===== src/rtl/cat_rec_pkg.sv =====
// cat_rec_pkg: shared constants and types for the cat recognizer APB slave.
//   - Register word addresses and the base of the memory window.
//   - ID register signature byte.
//   - APB slave FSM state encoding.
package cat_rec_pkg;

    localparam int ADDR_CTRL   = 0;
    localparam int ADDR_STATUS = 1;
    localparam int ADDR_RESULT = 2;
    localparam int ADDR_ID     = 3;
    localparam int MEM_BASE    = 4;

    localparam logic [7:0] ID_SIG = 8'hCA;

    typedef enum logic [1:0] {
        IDLE    = 2'd0,
        ACCESS  = 2'd1,
        RD_WAIT = 2'd2
    } apb_state_t;

endpackage


===== src/rtl/cat_rec_rd_lat_cnt.sv =====
// cat_rec_rd_lat_cnt: read-latency down-counter for the APB slave RD_WAIT state.
// Ports:
//   clk, rst : clock, synchronous active-high reset
//   load     : (re)load the counter with MEM_RD_LAT (issued with mem_re)
//   en       : count enable, high while the FSM sits in RD_WAIT
//   done     : completion strobe, high in the last RD_WAIT cycle, i.e. the
//              cycle in which memory read data is valid
module cat_rec_rd_lat_cnt #(
    parameter int MEM_RD_LAT = 2
) (
    input  logic clk,
    input  logic rst,
    input  logic load,
    input  logic en,
    output logic done
);

    logic [2:0] cnt_q, cnt_d;

    always_comb begin
        cnt_d = cnt_q;
        if (load) begin
            cnt_d = 3'(MEM_RD_LAT);
        end else if (en && cnt_q != 3'd0) begin
            cnt_d = cnt_q - 3'd1;
        end
    end

    // RD_WAIT starts with the full latency loaded, so the strobe lands
    // exactly MEM_RD_LAT cycles after the mem_re cycle.
    assign done = en && (cnt_q == 3'd1);

    always_ff @(posedge clk) begin
        if (rst) begin
            cnt_q <= '0;
        end else begin
            cnt_q <= cnt_d;
        end
    end

endmodule


===== src/rtl/cat_rec_apb_slave.sv =====
// cat_rec_apb_slave: APB slave front-end for the cat recognizer.
// Decodes APB into a control/status register bank (CTRL, STATUS, RESULT, ID)
// and a memory window starting at word 4, adds PREADY wait states for memory
// reads, and runs the start/done handshake with the recognition core.
// Ports:
//   clk, rst                          : clock, synchronous active-high reset
//   PSEL/PENABLE/PWRITE/PADDR/PWDATA  : APB request
//   PRDATA/PREADY/PSLVERR             : APB response (registered)
//   mem_we/mem_re/mem_addr/mem_wdata  : memory window port (addr = PADDR - 4)
//   mem_rdata                         : memory read data, MEM_RD_LAT after mem_re
//   core_start                        : one-cycle start pulse to the core
//   core_busy/core_done/core_result   : core status
//   CatRecOut                         : registered last result
// Optional feature macro: CAT_REC_PSLVERR_EN enables PSLVERR for unmapped
// addresses, RO-register writes, rejected STARTs and blocked memory writes.
module cat_rec_apb_slave
    import cat_rec_pkg::*;
#(
    parameter int AMBA_WORD        = 24,
    parameter int AMBA_ADDR_DEPTH  = 13,
    parameter int WEIGHT_PRECISION = 5,
    parameter int MEM_DEPTH        = 4096,
    parameter int MEM_RD_LAT       = 2
) (
    input  logic                       clk,
    input  logic                       rst,
    input  logic                       PSEL,
    input  logic                       PENABLE,
    input  logic                       PWRITE,
    input  logic [AMBA_ADDR_DEPTH-1:0] PADDR,
    input  logic [AMBA_WORD-1:0]       PWDATA,
    output logic [AMBA_WORD-1:0]       PRDATA,
    output logic                       PREADY,
    output logic                       PSLVERR,
    output logic                       mem_we,
    output logic                       mem_re,
    output logic [AMBA_ADDR_DEPTH-1:0] mem_addr,
    output logic [AMBA_WORD-1:0]       mem_wdata,
    input  logic [AMBA_WORD-1:0]       mem_rdata,
    output logic                       core_start,
    input  logic                       core_busy,
    input  logic                       core_done,
    input  logic                       core_result,
    output logic                       CatRecOut
);

`ifdef CAT_REC_PSLVERR_EN
    localparam logic ERR_EN = 1'b1;
`else
    localparam logic ERR_EN = 1'b0;
`endif

    apb_state_t                 state_q, state_d;
    logic                       pready_q, pready_d;
    logic                       pslverr_q, pslverr_d;
    logic [AMBA_WORD-1:0]       prdata_q, prdata_d;
    logic                       mem_we_q, mem_we_d;
    logic                       mem_re_q, mem_re_d;
    logic [AMBA_ADDR_DEPTH-1:0] mem_addr_q, mem_addr_d;
    logic [AMBA_WORD-1:0]       mem_wdata_q, mem_wdata_d;
    logic                       start_pend_q, start_pend_d;
    logic                       core_start_q, core_start_d;
    logic                       done_q, done_d;
    logic                       cat_rec_out_q, cat_rec_out_d;
    logic [7:0]                 run_cnt_q, run_cnt_d;

    logic                       err;
    logic                       clr_done;
    logic                       cnt_load, cnt_en, cnt_done;
    logic                       start_busy;

    // ---------------------------------------------------------------- decode
    logic [31:0] addr_ext;
    logic        is_ctrl, is_status, is_result, is_id, is_reg, is_mem;

    assign addr_ext  = 32'(PADDR);
    assign is_ctrl   = (addr_ext == 32'(ADDR_CTRL));
    assign is_status = (addr_ext == 32'(ADDR_STATUS));
    assign is_result = (addr_ext == 32'(ADDR_RESULT));
    assign is_id     = (addr_ext == 32'(ADDR_ID));
    assign is_reg    = (addr_ext <  32'(MEM_BASE));
    assign is_mem    = (addr_ext >= 32'(MEM_BASE)) &&
                       (addr_ext <  32'(MEM_BASE + MEM_DEPTH));

    // A START accepted in the previous cycle has not reached the core yet,
    // so core_busy alone would let a back-to-back START through twice.
    assign start_busy = core_busy | start_pend_q | core_start_q;

    logic [AMBA_WORD-1:0] reg_rdata;

    always_comb begin
        reg_rdata = '0;
        if (is_status) begin
            reg_rdata[2:0] = {cat_rec_out_q, done_q, core_busy};
        end else if (is_result) begin
            reg_rdata[8:0] = {run_cnt_q, cat_rec_out_q};
        end else if (is_id) begin
            reg_rdata[15:0] = {8'(WEIGHT_PRECISION), ID_SIG};
        end
    end

    // ------------------------------------------------------- read latency
    cat_rec_rd_lat_cnt #(
        .MEM_RD_LAT(MEM_RD_LAT)
    ) u_rd_lat_cnt (
        .clk (clk),
        .rst (rst),
        .load(cnt_load),
        .en  (cnt_en),
        .done(cnt_done)
    );

    // ------------------------------------------------------------ next state
    // The transfer is decoded in the setup phase (PSEL & !PENABLE) so that
    // the registered PREADY/PSLVERR/mem_we/mem_re are already high in the
    // first ACCESS cycle.
    always_comb begin
        state_d      = state_q;
        pready_d     = 1'b0;
        prdata_d     = '0;
        err          = 1'b0;
        mem_we_d     = 1'b0;
        mem_re_d     = 1'b0;
        mem_addr_d   = mem_addr_q;
        mem_wdata_d  = mem_wdata_q;
        start_pend_d = 1'b0;
        core_start_d = start_pend_q;
        clr_done     = 1'b0;
        cnt_load     = 1'b0;
        cnt_en       = 1'b0;

        case (state_q)
            IDLE: begin
                if (PSEL && !PENABLE) begin
                    state_d = ACCESS;
                    if (is_mem && !PWRITE) begin
                        mem_re_d   = 1'b1;
                        mem_addr_d = PADDR - AMBA_ADDR_DEPTH'(MEM_BASE);
                        cnt_load   = 1'b1;
                    end else begin
                        pready_d = 1'b1;
                        if (PWRITE) begin
                            if (is_mem) begin
                                if (core_busy) begin
                                    err = 1'b1;
                                end else begin
                                    mem_we_d    = 1'b1;
                                    mem_addr_d  = PADDR - AMBA_ADDR_DEPTH'(MEM_BASE);
                                    mem_wdata_d = PWDATA;
                                end
                            end else if (is_ctrl) begin
                                if (PWDATA[0]) begin
                                    if (start_busy) begin
                                        err = 1'b1;
                                    end else begin
                                        start_pend_d = 1'b1;
                                        clr_done     = 1'b1;
                                    end
                                end
                            end else begin
                                // RO register or unmapped address
                                err = 1'b1;
                            end
                        end else begin
                            prdata_d = reg_rdata;
                            err      = !is_reg;
                        end
                    end
                end
            end

            ACCESS: begin
                if (!PSEL) begin
                    state_d = IDLE;
                end else if (mem_re_q) begin
                    state_d = RD_WAIT;
                end else begin
                    state_d = IDLE;
                end
            end

            RD_WAIT: begin
                if (!PSEL) begin
                    state_d = IDLE;
                end else begin
                    cnt_en = 1'b1;
                    if (cnt_done) begin
                        pready_d = 1'b1;
                        prdata_d = mem_rdata;
                        state_d  = IDLE;
                    end
                end
            end

            default: state_d = IDLE;
        endcase

        pslverr_d = ERR_EN & err;
    end

    // Core status: a completion always sets DONE, even when a START clears
    // it in the same cycle.
    always_comb begin
        done_d        = done_q;
        cat_rec_out_d = cat_rec_out_q;
        run_cnt_d     = run_cnt_q;
        if (clr_done) begin
            done_d = 1'b0;
        end
        if (core_done) begin
            done_d        = 1'b1;
            cat_rec_out_d = core_result;
            run_cnt_d     = run_cnt_q + 8'd1;
        end
    end

    // ---------------------------------------------------------------- flops
    always_ff @(posedge clk) begin
        if (rst) begin
            state_q       <= IDLE;
            pready_q      <= 1'b0;
            pslverr_q     <= 1'b0;
            prdata_q      <= '0;
            mem_we_q      <= 1'b0;
            mem_re_q      <= 1'b0;
            mem_addr_q    <= '0;
            mem_wdata_q   <= '0;
            start_pend_q  <= 1'b0;
            core_start_q  <= 1'b0;
            done_q        <= 1'b0;
            cat_rec_out_q <= 1'b0;
            run_cnt_q     <= '0;
        end else begin
            state_q       <= state_d;
            pready_q      <= pready_d;
            pslverr_q     <= pslverr_d;
            prdata_q      <= prdata_d;
            mem_we_q      <= mem_we_d;
            mem_re_q      <= mem_re_d;
            mem_addr_q    <= mem_addr_d;
            mem_wdata_q   <= mem_wdata_d;
            start_pend_q  <= start_pend_d;
            core_start_q  <= core_start_d;
            done_q        <= done_d;
            cat_rec_out_q <= cat_rec_out_d;
            run_cnt_q     <= run_cnt_d;
        end
    end

    assign PRDATA     = prdata_q;
    assign PREADY     = pready_q;
    assign PSLVERR    = pslverr_q;
    assign mem_we     = mem_we_q;
    assign mem_re     = mem_re_q;
    assign mem_addr   = mem_addr_q;
    assign mem_wdata  = mem_wdata_q;
    assign core_start = core_start_q;
    assign CatRecOut  = cat_rec_out_q;

endmodule

===== config.mk =====
export PLATFORM = sky130hd
export DESIGN_NAME = cat_rec_apb_slave
export DESIGN_NICKNAME = d
export VERILOG_FILES = /design/src/rtl/cat_rec_pkg.sv /design/src/rtl/cat_rec_rd_lat_cnt.sv /design/src/rtl/cat_rec_apb_slave.sv
export SDC_FILE = /design/constraint.sdc
export NUM_CORES = 1
export LEC_CHECK = 0
export CAP_MARGIN = 15
export CORE_ASPECT_RATIO = 0.6
export CORE_UTILIZATION = 38
export DETAILED_ROUTE_END_ITERATION = 10
export HOLD_SLACK_MARGIN = 0.06
export PLACE_DENSITY = 0.76
export SYNTH_ARGS = -nofsm -noshare
export SYNTH_HDL_FRONTEND = slang
export SYNTH_SLANG_ARGS = --single-unit

===== constraint.sdc =====
create_clock -name clk -period 1.91 [get_ports clk]
set_input_delay 0.2865 -clock clk [delete_from_list [all_inputs] [get_ports clk]]
set_output_delay 0.2865 -clock clk [all_outputs]
set_load 0.02 [all_outputs]

==> qor.yml <==
postRouteAntennaNets: 0
multiInputGateArea_sq_mm: 0.00149
violations_in_the_final_reports: "negative setup slack"
antennaDiodeCount: 0
layout.cells.most_common: "sky130_fd_sc_hd__clkdlybuf4s50_1"
power.density_mw_per_mm2: 766
yosys-top-cells-area: "sky130_fd_sc_hd__dfxtp_1 (52%), sky130_fd_sc_hd__mux2i_1 (8.9%), sky130_fd_sc_hd__nor2_1 (7.4%)"
grt_overflow_total: 0
drt_pre_antenna_iters: 4
per_cell_via_count_in_the_routed_design: 4.79
number_of_global_route_vias_before_repair: 2870
mostFrequentLayoutCells: "sky130_fd_sc_hd__clkdlybuf4s50_1 (130), sky130_fd_sc_hd__dfxtp_1 (80), sky130_fd_sc_hd__nor2_1 (62)"
ys_dominant_reg_cell: "sky130_fd_sc_hd__dfxtp_1"
cts-buffers-inserted: 9
power.leakage_nw: 2.28
final_layout_size_suffix_gt1_share_pct: 16.7
cts_hold_buffers: 0
fin_total_pwr_w: 0.00416
postLayoutCellArea_sq_mm: 0.00543
synth_area_per_cell_sq_um: 9.61
synth_top_area_share_pct: 51.8
synth.net_count: 402
postPlaceCellArea_sq_mm: 0.00484
crit_top_cell: "sky130_fd_sc_hd__buf_12"
final_hold_viol_count: 0
synth_sequential_area_ratio_pct: 51.8
fin_nets: 576
synth_top_area_cell: "sky130_fd_sc_hd__dfxtp_1"
cts_max_level: 3
finalCritPeriodShare_pct: 107
hold-worst-slack_ps: 362
count_of_port_buffers_added_during_placement: 134
timing_worst_slew_pin_value_ps: 589
tritoncts: "yes"
asyncSetResetFlopFracSynth_pct: 0
setup_tns_ps: -3260
detailed_router_s_first_iteration_violation_count: 104
grtUsageTotal_pct: 20.8
routed_wl_um: 8780
maxClockFrequency_ghz: 0.488
worst-endpoint-required_ps: 2110
worstPathMaxFanout: 7
number_of_remaining_drc_errors: 0
num_vias: 2929
clock-root-buffer: "sky130_fd_sc_hd__clkbuf_16"
floorplan.initialDensity_pct: 39.4
pins_over_their_slew_limit: 0
die-height_um: 72.3
grt_setup_unrepaired: "yes"
grt_first_pass_wirelength_um: 13700
area_taken_by_flip_flops_and_latches_sq_mm: 0.00162
layout-area-overhead-vs-synth_pct: 73.3
ctsLongestPathBuffers: 2
timing.rr.start: "state_q[1]"
syn_area_sq_mm: 0.00313
period_needed_ps: 2050
cts_sinks: 81
worst_setup_hold_path_clk_slew_ps: 60
setup_violations: 39
status: "finished, violations left"
grt_antenna_before_repair: 0
setup.worst_path.end_class: "flop"
max-cap-violations: 0
hold_path.startpoint: "PENABLE"
timing.critical_path.from_type: "flop"
count_of_yosys_warnings_during_synthesis: 0
fillers: 615
synth_cell_type_count: 41
crit_chain: "or4b_4, buf_6, nor3b_4, o211ai_4, buf_12, buf_12, mux2i_1, nor2_1"
clock_insertion_delay_at_the_later_pin_of_the_skew_report_ps: 340
synth_enable_flop_cells: 0
postSynthCellCount: 326
post_dr_wirelength_cell_um: 14.4
die_width_um: 119
vdd_ir_drop_max_uv: 585
skew_ps: 6.68
floorplan.die_area_sq_mm: 0.00862
critical_path_s_slowest_cell: "sky130_fd_sc_hd__or4b_4"
synth.ff_latch_count: 81
slew_headroom_pct: 60.8
path_buf_inv: 3
critPathMaxStageDelay_ps: 560
core_area_sq_mm: 0.00795
maximum_number_of_pins_on_one_net_before_global_route_repair: 58
finalWorstSetupSlack_ps: -140
startpoint: "state_q[1]"
min-delay-path-class: "input pin to flop"
dp_hpwl_um: 6110
ioPinCount: 136
rows: 25
kind_of_critical_path: "flop to flop"
arrival_ps: 2250
gp_congestion: 0.822
crit_family: "simple AND/OR/NAND/NOR gates"
## synth_stat cells, types with 2 or more instances
cell type	n
sky130_fd_sc_hd__a211oi_1	12
sky130_fd_sc_hd__a21oi_1	7
sky130_fd_sc_hd__a22o_1	5
sky130_fd_sc_hd__a22o_2	2
sky130_fd_sc_hd__and2_1	15
sky130_fd_sc_hd__buf_1	4
sky130_fd_sc_hd__buf_2	3
sky130_fd_sc_hd__clkbuf_1	8
sky130_fd_sc_hd__dfxtp_1	81
sky130_fd_sc_hd__ha_1	7
sky130_fd_sc_hd__inv_1	9
sky130_fd_sc_hd__mux2i_1	28
sky130_fd_sc_hd__nand2_1	16
sky130_fd_sc_hd__nand3_1	3
sky130_fd_sc_hd__nand4_1	5
sky130_fd_sc_hd__nor2_1	62
sky130_fd_sc_hd__nor3_1	9
sky130_fd_sc_hd__nor3b_1	2
sky130_fd_sc_hd__o21ai_0	11
sky130_fd_sc_hd__or3_1	3
sky130_fd_sc_hd__xnor2_1	7
sky130_fd_sc_hd__xor2_1	8
## power breakdown
group	internal, W	switching (W)
Combinational	0.000267	0.000177
Clock	0.00130	0.000672
Sequential	0.00172	0.0000196
Total	0.00329	0.000868
## registers in the layout (all words and copies together), names as in the netlist
name                cells
core_start              1
mem_we                  1
core_start_d            1
PRDATA                 24
u_rd_lat_cnt.cnt_q      3
CatRecOut               1
run_cnt_q               8
mem_wdata              24
mem_re                  1
mem_addr               13
PREADY                  1
state_q                 2
done_q                  1
## through the flow
stage | worst slack [ps] | utilization (%) | std cells
final | -140 | 68.3 | 612
after global routing | -208 | 68.3 | 612
after CTS | -155 | 66.8 | 606
after detailed placement | -581 | 60.9 | 588
after global placement | -478 | 60.9 | 588
after floorplan | -36.7 | - | 326
## metal layers
metal  vias to the layer above  global-route usage [%]  wire length [um]
li1                       1454                       -                 -
met1                      1360                    23.1              3700
met2                       104                    35.7              4190
met3                        11                    10.1               792
met4                         0                    6.33               100
met5                         -                       0                 0
## cell type report
class / instances / area share, %
clock buffer: 10 / 4.40
clock inverter: 5 / 1.91
inverter: 9 / 0.622
multi-input combinational: 219 / 27.4
sequential: 81 / 29.9
tap: 108 / 2.49
timing repair buffer: 180 / 33.3
## timing repair
action | 4_1_cts | 5_1_grt
resized for setup | 21 | 10
endpoints found under the setup margin | 52 | 49
setup buffers | 2 | 4
cloned | 2 | 2
pin swaps | 10 | 12
## worst reg2reg max path: stages (launching register included)
cell and delay [ps]:
sky130_fd_sc_hd__dfxtp_1 310, sky130_fd_sc_hd__or4b_4 560, sky130_fd_sc_hd__buf_6 150, sky130_fd_sc_hd__nor3b_4 230, sky130_fd_sc_hd__o211ai_4 110, sky130_fd_sc_hd__buf_12 160, sky130_fd_sc_hd__buf_12 150, sky130_fd_sc_hd__mux2i_1 170
sky130_fd_sc_hd__nor2_1 70
## path summary, 6_finish.rpt
kind / end / slack [ps] / cells past startpoint
min reg2reg: done_q / 470 / 2
max reg2reg: mem_wdata[5] / -140 / 8
max: mem_wdata[5] / -140 / 8
min: state_q[0] / 360 / 4
## cell families after synthesis
group / after synthesis / synth area share [%]
AO/OA/AOI/OAI: 42 / 9.27
XOR/XNOR: 15 / 4.19
flip-flops: 81 / 51.8
buffers and inverters: 26 / 3.59
multiplexers: 28 / 8.95
adder cells (fa/ha/maj): 7 / 2.80
AND/OR/NAND/NOR: 126 / 19.3
other: 1 / 0.120
Power figures use the tool's default switching activity.
